### src/rtl/fifo_rx_if.sv
// APB slave bundle for the receive FIFO: control, write data and the read/response path.
interface fifo_rx_if #(parameter int WIDTH = 8);
  logic             psel;
  logic             penable;
  logic             pwrite;
  logic [WIDTH-1:0] pwdata;
  logic [WIDTH-1:0] prdata;
  logic             pready;
  logic             pslverr;

  modport master (output psel, penable, pwrite, pwdata,
                  input  prdata, pready, pslverr);
  modport slave  (input  psel, penable, pwrite, pwdata,
                  output prdata, pready, pslverr);
endinterface

### src/rtl/fifo_rx.sv
// Zigbee receive path: LSB-first bit assembler feeding a DEPTH-entry byte FIFO drained over APB.
module fifo_rx #(
  parameter int WIDTH = 8,
  parameter int DEPTH = 64,
  localparam int PTR_WIDTH = $clog2(DEPTH)
) (
  input  logic               clk,
  input  logic               reset,
  input  logic               en_rx,
  input  logic               data_in,
  input  logic               bit_valid,
  fifo_rx_if.slave           apb,
  output logic               mem_state,
  output logic               overflow,
  output logic [PTR_WIDTH:0] level
);
  localparam int CNT_W = $clog2(WIDTH);
  localparam logic [0:0] IDLE  = 1'b0;
  localparam logic [0:0] SHIFT = 1'b1;

  logic [0:0]           state, state_nxt;
  logic [CNT_W-1:0]     bit_cnt;
  logic [WIDTH-1:0]     shreg, byte_done;
  logic [PTR_WIDTH:0]   wr_ptr, rd_ptr;
  logic [WIDTH-1:0]     mem [DEPTH];
  logic take, complete, empty, full;
  logic rd_acc, wr_acc, pop, flush, push, drop;
  logic unused_pwdata;

  always_comb begin
    state_nxt = state;
    case (state)
      IDLE:    if (en_rx)  state_nxt = SHIFT;
      SHIFT:   if (!en_rx) state_nxt = IDLE;
      default: state_nxt = IDLE;
    endcase
  end

  // Looking at the next state lets a strobe count on the same cycle en_rx rises.
  assign take     = bit_valid && (state_nxt == SHIFT);
  assign complete = take && (bit_cnt == CNT_W'(WIDTH-1));

  always_comb begin
    byte_done            = shreg;
    byte_done[WIDTH-1]   = data_in;
  end

  always_ff @(posedge clk) begin
    if (reset) begin
      state   <= IDLE;
      bit_cnt <= '0;
      shreg   <= '0;
    end else begin
      state <= state_nxt;
      if (state_nxt == IDLE) begin
        bit_cnt <= '0;
        shreg   <= '0;
      end else if (take) begin
        shreg[bit_cnt] <= data_in;
        bit_cnt        <= bit_cnt + 1'b1;
      end
    end
  end

  assign empty  = (wr_ptr == rd_ptr);
  assign full   = (wr_ptr[PTR_WIDTH] != rd_ptr[PTR_WIDTH]) &&
                  (wr_ptr[PTR_WIDTH-1:0] == rd_ptr[PTR_WIDTH-1:0]);
  assign rd_acc = apb.psel && apb.penable && !apb.pwrite;
  assign wr_acc = apb.psel && apb.penable && apb.pwrite;
  assign pop    = rd_acc && !empty;
  assign flush  = wr_acc && apb.pwdata[1];
  // A pop in the same cycle frees the slot a full FIFO needs; flush discards the byte outright.
  assign push   = complete && !flush && (!full || pop);
  assign drop   = complete && !flush && full && !pop;

  always_ff @(posedge clk) begin
    if (reset) begin
      wr_ptr   <= '0;
      rd_ptr   <= '0;
      overflow <= 1'b0;
    end else begin
      if (push) wr_ptr <= wr_ptr + 1'b1;
      if (flush)    rd_ptr <= wr_ptr;
      else if (pop) rd_ptr <= rd_ptr + 1'b1;
      if (drop)                           overflow <= 1'b1;
      else if (wr_acc && apb.pwdata[0])   overflow <= 1'b0;
    end
  end

  always_ff @(posedge clk) begin
    if (push) mem[wr_ptr[PTR_WIDTH-1:0]] <= byte_done;
  end

  assign apb.prdata  = pop ? mem[rd_ptr[PTR_WIDTH-1:0]] : '0;
  assign apb.pready  = 1'b1;
  assign apb.pslverr = rd_acc && empty;
  assign mem_state   = !empty;
  assign level       = wr_ptr - rd_ptr;

  assign unused_pwdata = &{1'b0, apb.pwdata[WIDTH-1:2]};
endmodule

### src/flat_wrapper.sv
// flat-port wrapper written by rule: the top's interface ports become plain ports
module fifo_rx_flat 
#(
  parameter int WIDTH = 8,
  parameter int DEPTH = 64,
  localparam int PTR_WIDTH = $clog2(DEPTH)
)
  (clk, reset, en_rx, data_in, bit_valid, mem_state, overflow, level, apb_psel, apb_penable, apb_pwrite, apb_pwdata, apb_prdata, apb_pready, apb_pslverr);
  fifo_rx_if #(.WIDTH(WIDTH)) apb_i ();
  input  logic clk;
  input  logic reset;
  input  logic en_rx;
  input  logic data_in;
  input  logic bit_valid;
  output logic mem_state;
  output logic overflow;
  output logic [PTR_WIDTH:0] level;
  input wire logic [$bits(apb_i.psel)-1:0] apb_psel;
  input wire logic [$bits(apb_i.penable)-1:0] apb_penable;
  input wire logic [$bits(apb_i.pwrite)-1:0] apb_pwrite;
  input wire logic [$bits(apb_i.pwdata)-1:0] apb_pwdata;
  output wire logic [$bits(apb_i.prdata)-1:0] apb_prdata;
  output wire logic [$bits(apb_i.pready)-1:0] apb_pready;
  output wire logic [$bits(apb_i.pslverr)-1:0] apb_pslverr;
  assign apb_i.psel = apb_psel;
  assign apb_i.penable = apb_penable;
  assign apb_i.pwrite = apb_pwrite;
  assign apb_i.pwdata = apb_pwdata;
  assign apb_prdata = apb_i.prdata;
  assign apb_pready = apb_i.pready;
  assign apb_pslverr = apb_i.pslverr;
  fifo_rx #(.WIDTH(WIDTH), .DEPTH(DEPTH)) u_core (.clk(clk), .reset(reset), .en_rx(en_rx), .data_in(data_in), .bit_valid(bit_valid), .apb(apb_i), .mem_state(mem_state), .overflow(overflow), .level(level));
endmodule
### config.mk
export PLATFORM = sky130hd
export DESIGN_NAME = fifo_rx_flat
export DESIGN_NICKNAME = d
export VERILOG_FILES = /design/src/rtl/fifo_rx_if.sv /design/src/rtl/fifo_rx.sv /design/src/flat_wrapper.sv
export SDC_FILE = /design/constraint.sdc
export NUM_CORES = 1
export LEC_CHECK = 0
export ABC_AREA = 1
export CORE_ASPECT_RATIO = 2
export CORE_MARGIN = 1.5
export CORE_UTILIZATION = 35
export CTS_BUF_LIST = sky130_fd_sc_hd__clkbuf_8
export CTS_CLUSTER_SIZE = 28
export DETAILED_ROUTE_END_ITERATION = 8
export PLACE_DENSITY_LB_ADDON = 0.2
export SETUP_SLACK_MARGIN = 0.3
export SLEW_MARGIN = 20
export SYNTH_ARGS = -nofsm -noshare
export SYNTH_HDL_FRONTEND = slang
export SYNTH_SLANG_ARGS = --single-unit
### constraint.sdc
create_clock -name clk -period 2.92 [get_ports clk]
set_clock_uncertainty 0.2 [all_clocks]
set_input_delay 0.292 -clock clk [delete_from_list [all_inputs] [get_ports clk]]
set_output_delay 0.292 -clock clk [all_outputs]
set_load 0.01 [all_outputs]
**Word level (Yosys, flattened, before mapping)**

Memory sizes are Yosys's and may differ from the RTL's. A register that Yosys moved wholly into a read port is not among the register bits.
Cells that the tools add are included.

- Word-level logic and storage cells: 54
- Input bits: 16
- RAM bits: 512
- Register bits: 26
- Memories kept: 1
- Output and inout bits: 19

Memories:

| memory | depth | bits a word | rd ports | clocked after memory_dff | write ports | line | source |
|---|---|---|---|---|---|---|---|
| u_core.mem | 64 | 8 | 1 | 1 | 1 | fifo_rx.sv:25 | `logic [WIDTH-1:0] mem [DEPTH];` |

- Muxes and demuxes: 13
- Equal/unequal tests: 4
- Magnitude comparators: 2
- Add/sub/neg operators: 4
- Reduce and logical (&&, ||, !) cells: 24
- Bitwise gates (word level): 1

Operators with widths:

| operator | count |
|---|---|
| 1-bit logical AND | 15 |
| 7-bit by 1-bit adder with 7-bit output, second input constant | 2 |
| 7-bit 2-to-1 mux | 2 |
| 6-bit 2-to-1 mux | 2 |
| 8-bit bitwise mux | 1 |
| 8-bit 2-to-1 mux | 1 |
| 7-bit == test | 1 |
| 7-bit subtractor | 1 |
| 6-bit == test | 1 |
| 1-bit 2-to-1 mux | 6 |
| 1-bit zero test | 5 |
| 3-bit by 4-bit less-than comparator with 1-bit output, second input constant | 1 |
| 2-bit nonzero test | 2 |
| 3-bit by 1-bit adder with 3-bit output, second input constant | 1 |
| 1-bit demux with 3-bit select | 1 |
| 3-bit == test, second input constant | 1 |
| 3-bit by 1-bit greater-or-equal comparator with 1-bit output, second input constant | 1 |
| 2-bit OR reduction | 1 |
| 1-bit logical OR | 1 |
| 1-bit inequality test | 1 |
| 1-bit NOT | 1 |

**Logic depth before layout (Yosys ltp)**

Gate-level depths: netlist (run 1).

- Depth after elaboration: 8
- Gate-level depth with buffers: 12
- Depth with buffers taken out: 11

**Worst setup path after synthesis (run 1)**

OpenSTA, ideal clock, no wires.

- Kind: reg-to-reg
- Start: reg u_core.wr_ptr[0]
- End: mem u_core.mem[7][0], enable pin
- Period minus slack after synthesis: 2.499 ns
- Arrival time: 1.916 ns
- Slack: 0.421 ns
- Stages on the path, launching flop included: 10
- Setup time: 0.383 ns
- Required time: 2.337 ns
- Buffers on the path: 0
- Cell sequence: dfxtp_1 -> inv_1 -> ha_1 -> nand2_1 -> nor3_2 -> nand2_1 -> nand2_4 -> inv_6 -> nand3_1 -> nor3_1

- Cells in the longest elaborated chain, start to end: 7
- Elaborated cells between the ends (all ways): 10
- Those cells by class: eq/ne: 2; mux: 2; reduce/logical: 6

Ends and longest elaborated chain:

| item | line | source |
|---|---|---|
| start, declared | fifo_rx.sv:24 | `logic [PTR_WIDTH:0] wr_ptr, rd_ptr;` |
| start signal, assigned | fifo_rx.sv:82 | `if (push) wr_ptr <= wr_ptr + 1'b1;` |
| 7-bit == test / 6-bit == test (equally long branches) | fifo_rx.sv:65, fifo_rx.sv:67 |  |
| 1-bit zero test / 1-bit logical AND (equally long branches) | fifo_rx.sv:70, fifo_rx.sv:66 |  |
| 1-bit logical AND / 1-bit zero test (equally long branches) | fifo_rx.sv:70, fifo_rx.sv:73 |  |
| 1-bit logical OR | fifo_rx.sv:73 | `assign push = complete && !flush && (!full \|\| pop);` |
| 1-bit logical AND | fifo_rx.sv:73 |  |
| 1-bit 2-to-1 mux | fifo_rx.sv:91 | `if (push) mem[wr_ptr[PTR_WIDTH-1:0]] <= byte_done;` |
| 1-bit 2-to-1 mux (implied by the code) | fifo_rx.sv:91 |  |
| end, declared | fifo_rx.sv:25 |  |

Parallel ways exist; a longest one is shown, timed or not.

==> impl_metrics.yaml, run 1 <==
clock_tree:
  cts_buffers: 75
  clockRootBuffer: "clkbuf_8"
  cts_tree: "built"
  numClockSinks: 543
  h-tree-depth: 3
  clk_path_buf_depth: 3
  clk_pin_slew_ns: 0.07
  clk_latency_ns: 0.66
sta:
  setup_viol: 8
  layout_setup_ws_ns: -0.204
  hold_violations: 0
  fin_crit_sh_pct: 107
  hold_slack_ns: 0.0636
  worstMarginPinSlew_ns: 1.03
  finalCriticalPeriod_ns: 3.12
  fmax_mhz: 320
  slew_violations: 0
  slew_headroom_pct: 31.6
  rsz0062_at_grt: "yes"
global_routing:
  grt.overflow.total: 0
  antenna_found_initial: 1
  top_usage_layer: "met2"
  globalRouteTotalUtil_pct: 20.3
  grtUsageMet3_pct: 2.26
  grt_max_degree: 65
  grt_first_pass_wirelength_um: 98700
  met2_usage_pct: 38.4
  grt_util_met1_pct: 21.3
  grt_pass1_vias: 15925
die:
  num_rows: 131
  ioPinCount: 35
  die_h_um: 363
  core-area_um2: 63900
  dieArea_um2: 66500
  initial_core_util_pct: 35.5
  die_x_um: 183
worst_setup_path:
  crit-reg2reg-launch: "u_core.rd_ptr[4]"
  crit_required_ns: 2.43
  r2r-end: "u_core.mem[19][5]"
  r2r_slack_ns: 0.42
  path_class: "flip-flop to primary output"
  rr_worst_depth: 13
  crit_fanout: 6
  crit_path_start_kind: "flip-flop"
  arrival_ns: 2.63
  worst_setup_path_end_kind: "primary output"
synth:
  synth_edf_count: 512
  yosysTopAreaCell: "edfxtp_1"
  yosys_warnings: 0
  synth_cells: 2000
  syn_area_per_cell_um2: 11.4
  synth_area_leaders: "edfxtp_1 68%, nand2_1 11%, nand3_1 9.9%"
  syn-num-nets: 2027
  synth.top_cell.area_share_pct: 67.7
  yosys_register_bits: 543
  netlist_area_um2: 22700
  synth_flop_cell: "edfxtp_1"
  async_reset_ff_share_pct: 0
  yosysSeqAreaShare_pct: 70.4
  yosys-top-cells-count: "674 x nand2_1, 512 x edfxtp_1, 448 x nand3_1"
  yosysMostFrequentCell: "nand2_1"
  synth.distinct_cells: 38
drt:
  dr.pass1.iters: 5
  drt_iter0_drc: 1010
  vias_per_cell: 5.13
  wl_um: 67300
  vias: 15698
  drc: 0
  avgRoutedWirePerCell_um: 22.0
  ant_nets: 0
cells_and_area:
  fin_util_pct: 45.2
  area_growth_pct: 27.2
  final_nets: 2232
  multi_input_area_um2: 7100
  drive_gt1_share_pct: 27.7
  stdcell_count: 3058
  nFillCells: 5896
  seq_area_um2: 16000
hold_path:
  hold_path_end: "u_core.mem[59][7]"
  hold_path.class: "input pin to flip-flop"
  min_path_cells: 1
  min_from: "data_in"
job:
  drv_cap: 0
place:
  io_buffers: 27
  dp_hpwl_um: 39100
  place_ws_ns: -0.0458
  place_congestion: 0.830
  dp_cells: 2862
power_and_ir_drop:
  power.total_mw: 14.4
  p_per_area_nw_per_um2: 499
  leakagePower_nw: 10.5
  ir_drop_v: 0.000289
run_status:
  violations: "negative setup slack"
  outcome: "finished, violations left"
timing repair:
action | in CTS | in global routing
setup buffers | 27 | 6
cloned | 26 | 5
hold buffers | 0 | 0
pin swaps | 115 | 69
setup endpoints to repair | 512 | 179
gates resized for setup | 331 | 111
cell type report:
class | count | area share [%]
repair inverters | 3 | 0.199
diodes | 1 | 0.00866
clock buffers | 81 | 3.86
multi-input cells | 1305 | 24.6
repair buffers | 238 | 10.8
well taps | 798 | 3.46
flip-flops and latches | 543 | 55.5
clock inverters | 50 | 1.04
inverters | 39 | 0.606
power by group:
group	leakage (nW)	internal, mW	switching [mW]
logic	5.01	0.127	0.201
registers	4.72	8.40	0.00662
clock network	0.799	2.83	2.85
flip-flops by register name (all words and copies together), names as in the netlist, named ones only:
| name | count |
|---|---|
| u_core.bit_cnt | 3 |
| u_core.mem | 512 |
| u_core.overflow | 1 |
| u_core.rd_ptr | 7 |
| u_core.shreg | 7 |
| u_core.wr_ptr | 7 |
worst max-delay path by stage:
| stage | startpoint | to | slack [ns] | cells after the start |
|---|---|---|---|---|
| finish | flip-flop | apb_prdata[3] | -0.20 | 13 |
| global route | flip-flop | apb_prdata[7] | -0.29 | 14 |
| CTS | flip-flop | apb_prdata[5] | -0.17 | 14 |
| detailed placement | apb_penable | u_core.mem[36][1] | -0.05 | 10 |
| global placement | flip-flop | apb_prdata[4] | -0.07 | 11 |
| floorplan | u_core.wr_ptr[0] | u_core.mem[7][0] | 0.42 | 9 |
critical path, stage by stage, from the launching register on:
cell,delay [ns]
dfxtp_4,0.38
buf_12,0.24
buf_6,0.15
buf_16,0.14
buf_6,0.10
nand2_1,0.06
nand3_2,0.08
nand3_2,0.08
nand2_2,0.12
nand2_1,0.07
nand3_1,0.08
nand3_2,0.08
a21oi_2,0.22
buf_2,0.16
cell usage in the layout, fill, tap and decap left out, drive strengths merged:
cell and count:
clkbuf 86, clkinv 25, ha 10, clkdlybuf4s50 10, inv 61, o21a 2, nand4 3, conb 1
a211oi 2, a22oi 1, a21oi 25, xnor2 3, o21ai 16, dlygate4sd2 2, bufinv 3, clkdlybuf4s15 1
nand2 679, diode 1, xor2 8, dfxtp 31, a31oi 4, fa 1, nor2 86, nor4 2
buf 216, nor3 10, edfxtp 512, nand3 451, bufbuf 4, or2 1, clkinvlp 3
stage by stage:
step,TNS [ns],instance area [um2]
after floorplan,0,22700
after global placement,-0.212,24800
after detailed placement,-0.412,24800
after CTS,-1.30,28300
after global routing,-2.17,28900
final,-1.50,28900
metal layers:
metal / part of all wire [%] / vias to the layer above / routed length [um]
li1: - / 7418 / -
met2: 54 / 409 / 36600
met5: 0 / - / 0
met3: 3.6 / 150 / 2440
met4: 5.9 / 0 / 3950
met1: 36 / 7721 / 24300
logic make-up (layout without fill, tap and decap cells):
logic type      count (synthesis)  in the layout  share of synthesized area [%]
flops                         543            543                           70.4
other cells                     1              2                         0.0165
buf+inv                       152            411                           3.90
compound gates                 50             50                           1.18
simple gates                 1232           1232                           23.4
xor+xnor                       11             11                          0.457
fa+ha+maj                      11             11                          0.639
Note: power is estimated with default switching activity, not from simulation.
==> inputs of run 2 (changes only) <==
--- a/config.mk
+++ b/config.mk
@@ -10,9 +10,11 @@
 export CORE_MARGIN = 1.5
 export CORE_UTILIZATION = 35
 export CTS_BUF_LIST = sky130_fd_sc_hd__clkbuf_8
+export CTS_CLUSTER_DIAMETER = 60
 export CTS_CLUSTER_SIZE = 28
 export DETAILED_ROUTE_END_ITERATION = 8
 export PLACE_DENSITY_LB_ADDON = 0.2
+export REMOVE_ABC_BUFFERS = 1
 export SETUP_SLACK_MARGIN = 0.3
 export SLEW_MARGIN = 20
 export SYNTH_ARGS = -nofsm -noshare
==> constraint.sdc (replaced) <==
create_clock -name clk -period 3.46 [get_ports clk]
set_clock_uncertainty 0.2 [all_clocks]
set_input_delay 0.346 -clock clk [delete_from_list [all_inputs] [get_ports clk]]
set_output_delay 0.346 -clock clk [all_outputs]
set_load 0.01 [all_outputs]
==> run 2 against run 1 <==
  * The run now ends clean
  * Worst setup slack improved by 0.48 ns
  * Die area stayed put
  * Hold slack improved by 0.024 ns
  * First-iteration DRC count rose by 32%
  * Wire length is 0.91% higher
  * Combinational power decreased by 22%
  * Sequential share of layout area is 3.9 points higher
  * Utilization down 2.9 points
  * Largest power group unchanged
  * Highest routed layer is now met5
==> impl_metrics.yaml, run 2 (synthesized netlist as in run 1, its figures left out) <==
drt:
  wl_met2_um: 36500
  ant_nets: 0
  dr.pass1.iters: 5
  vias_per_cell: 5.24
  wl_met3_um: 2390
  vias: 15372
  top_layer: "met5"
  wl_met1_um: 25600
  drc: 0
  wl_um: 67900
  drt_iter0_drc: 1337
  avgRoutedWirePerCell_um: 23.2
sta:
  hold_violations: 0
  slew_violations: 0
  finalCriticalPeriod_ns: 3.19
  worstMarginPinSlew_ns: 1.18
  hold_slack_ns: 0.0874
  setup_viol: 0
  fin_crit_sh_pct: 92.1
  fmax_mhz: 314
  rsz0062_at_grt: "yes"
  slew_headroom_pct: 21.6
  layout_setup_ws_ns: 0.273
power_and_ir_drop:
  leakagePower_nw: 9.57
  ir_drop_v: 0.000264
  p_per_area_nw_per_um2: 375
  clkPwrFrac_pct: 27.5
  switchingPower_mw: 2.13
  p_int_mw: 8.01
  swShare_pct: 21.0
  pwr-share-comb_pct: 2.5
  power.total_mw: 10.1
  seq_power_share_pct: 70.0
cells_and_area:
  final_common_cell: "nand2_1"
  final_nets: 2144
  largest_register_ff_count: 512
  layout_common_cells: "625 x nand2_1, 512 x edfxtp_1, 359 x nand3_1, 102 x buf_4"
  area_growth_pct: 19.0
  stdcell_count: 2934
  drive_gt1_share_pct: 19.2
worst_setup_path:
  arrival_ns: 2.64
  cp_top_family: "buffers and inverters"
  path_class: "flip-flop to primary output"
  cp_slowest_cell: "dfxtp_4"
  max_stage_delay_ns: 0.48
  path_cells: "inv_2 -> buf_16 -> nand3_1 -> nand2_2 -> nand2_1 -> nand3_2 -> nand3_2 -> a21oi_2 -> buf_2"
  crit_path_start_kind: "flip-flop"
  crit_buf_inv: 3
  crit_required_ns: 2.91
  worst_setup_path_end_kind: "primary output"
  crit_fanout: 32
  cpMostUsedCell: "nand3_2"
global_routing:
  grt_pass1_vias: 15064
  grt_first_pass_wirelength_um: 97200
  antenna_found_initial: 2
  grt_max_degree: 61
  grt.overflow.total: 0
  globalRouteTotalUtil_pct: 19.8
clock_tree:
  clk_path_buf_depth: 3
  h-tree-depth: 1
  numClockSinks: 543
  clk_latency_ns: 0.67
  clk_pin_slew_ns: 0.17
  cts_tree: "built"
  cts_buffers: 24
  clockRootBuffer: "clkbuf_8"
run_status:
  outcome: "finished, final reports clean"
die:
  die_h_um: 363
  ioPinCount: 35
  dieArea_um2: 66500
  die_x_um: 183
  initial_core_util_pct: 35.5
  num_rows: 131
  core-area_um2: 63900
place:
  place_ws_ns: 0.277
  place_congestion: 0.865
  io_buffers: 27
  dp_cells: 2831
  dp_hpwl_um: 39100
job:
  drv_cap: 0
hold_path:
  hold_path.class: "input pin to flip-flop"
## run 2: cell types whose count changed in the layout (fill, tap and decap cells not counted), moves of 12 or more
cell	delta
clkbuf_8	-54
nand3_1	+45
nand3_2	-35
nand2_1	+30
buf_12	-17
nand2_2	-17
nor2_1	+15
nor2_2	-15
buf_4	-14
clkbuf_16	+14
nand2_4	-13
clkinv_1	-12
## run 2: cell type report
type	count	area, um2
sequential	543	16000
antenna	1	2.50
clock inverter	17	118
timing repair inverter	2	60.1
inverter	39	180
clock buffer	27	372
multi-input combinational	1305	6570
timing repair buffer	202	2690
fill	5978	36900
tap	798	998
## run 2: routing by layer
metal / GRT usage, % / up-vias
li1: - / 7180
met1: 22.5 / 7673
met2: 37.0 / 386
met3: 1.51 / 131
met4: 9.87 / 2
met5: 0 / -
## run 2: what timing repair did
| item | in CTS | in global routing |
|---|---|---|
| buffers inserted | 12 | 8 |
| setup endpoints to repair | 12 | 14 |
| gates cloned | 18 | 20 |
| hold buffers | 0 | 0 |
| resized for setup | 165 | 122 |
| pin swaps | 23 | 54 |
## run 2: metrics by stage
| stage | setup TNS (ns) | util, % | area [um2] |
|---|---|---|---|
| 2_1_floorplan | -34.20 | - | 22000 |
| 3_3_place_gp | 0 | 38.1 | 24300 |
| 3_5_place_dp | 0 | 38.1 | 24300 |
| 4_1_cts | 0 | 40.6 | 25900 |
| 5_1_grt | 0 | 42.3 | 27000 |
| 6_report | 0 | 42.3 | 27000 |
## run 2: path summary, 6_finish.rpt
kind	start	endpoint	slack, ns	depth (start not counted)
max	flip-flop	apb_prdata[6]	0.27	9
min	data_in	u_core.mem[61][7]	0.09	1
min reg2reg	u_core.overflow	u_core.overflow	0.29	2
max reg2reg	u_core.wr_ptr[4]	u_core.mem[37][4]	0.66	8
## run 2: power groups by stage
stage / Sequential (mW) / Clock (mW) / Combinational [mW]
2_1_floorplan: 7.25 / 0 / 0.0873
3_3_place_gp: 7.24 / 0 / 0.188
3_5_place_dp: 7.25 / 0 / 0.189
4_1_cts: 7.10 / 2.86 / 0.228
5_1_grt: 7.10 / 3.05 / 0.271
6_report: 7.10 / 2.79 / 0.256
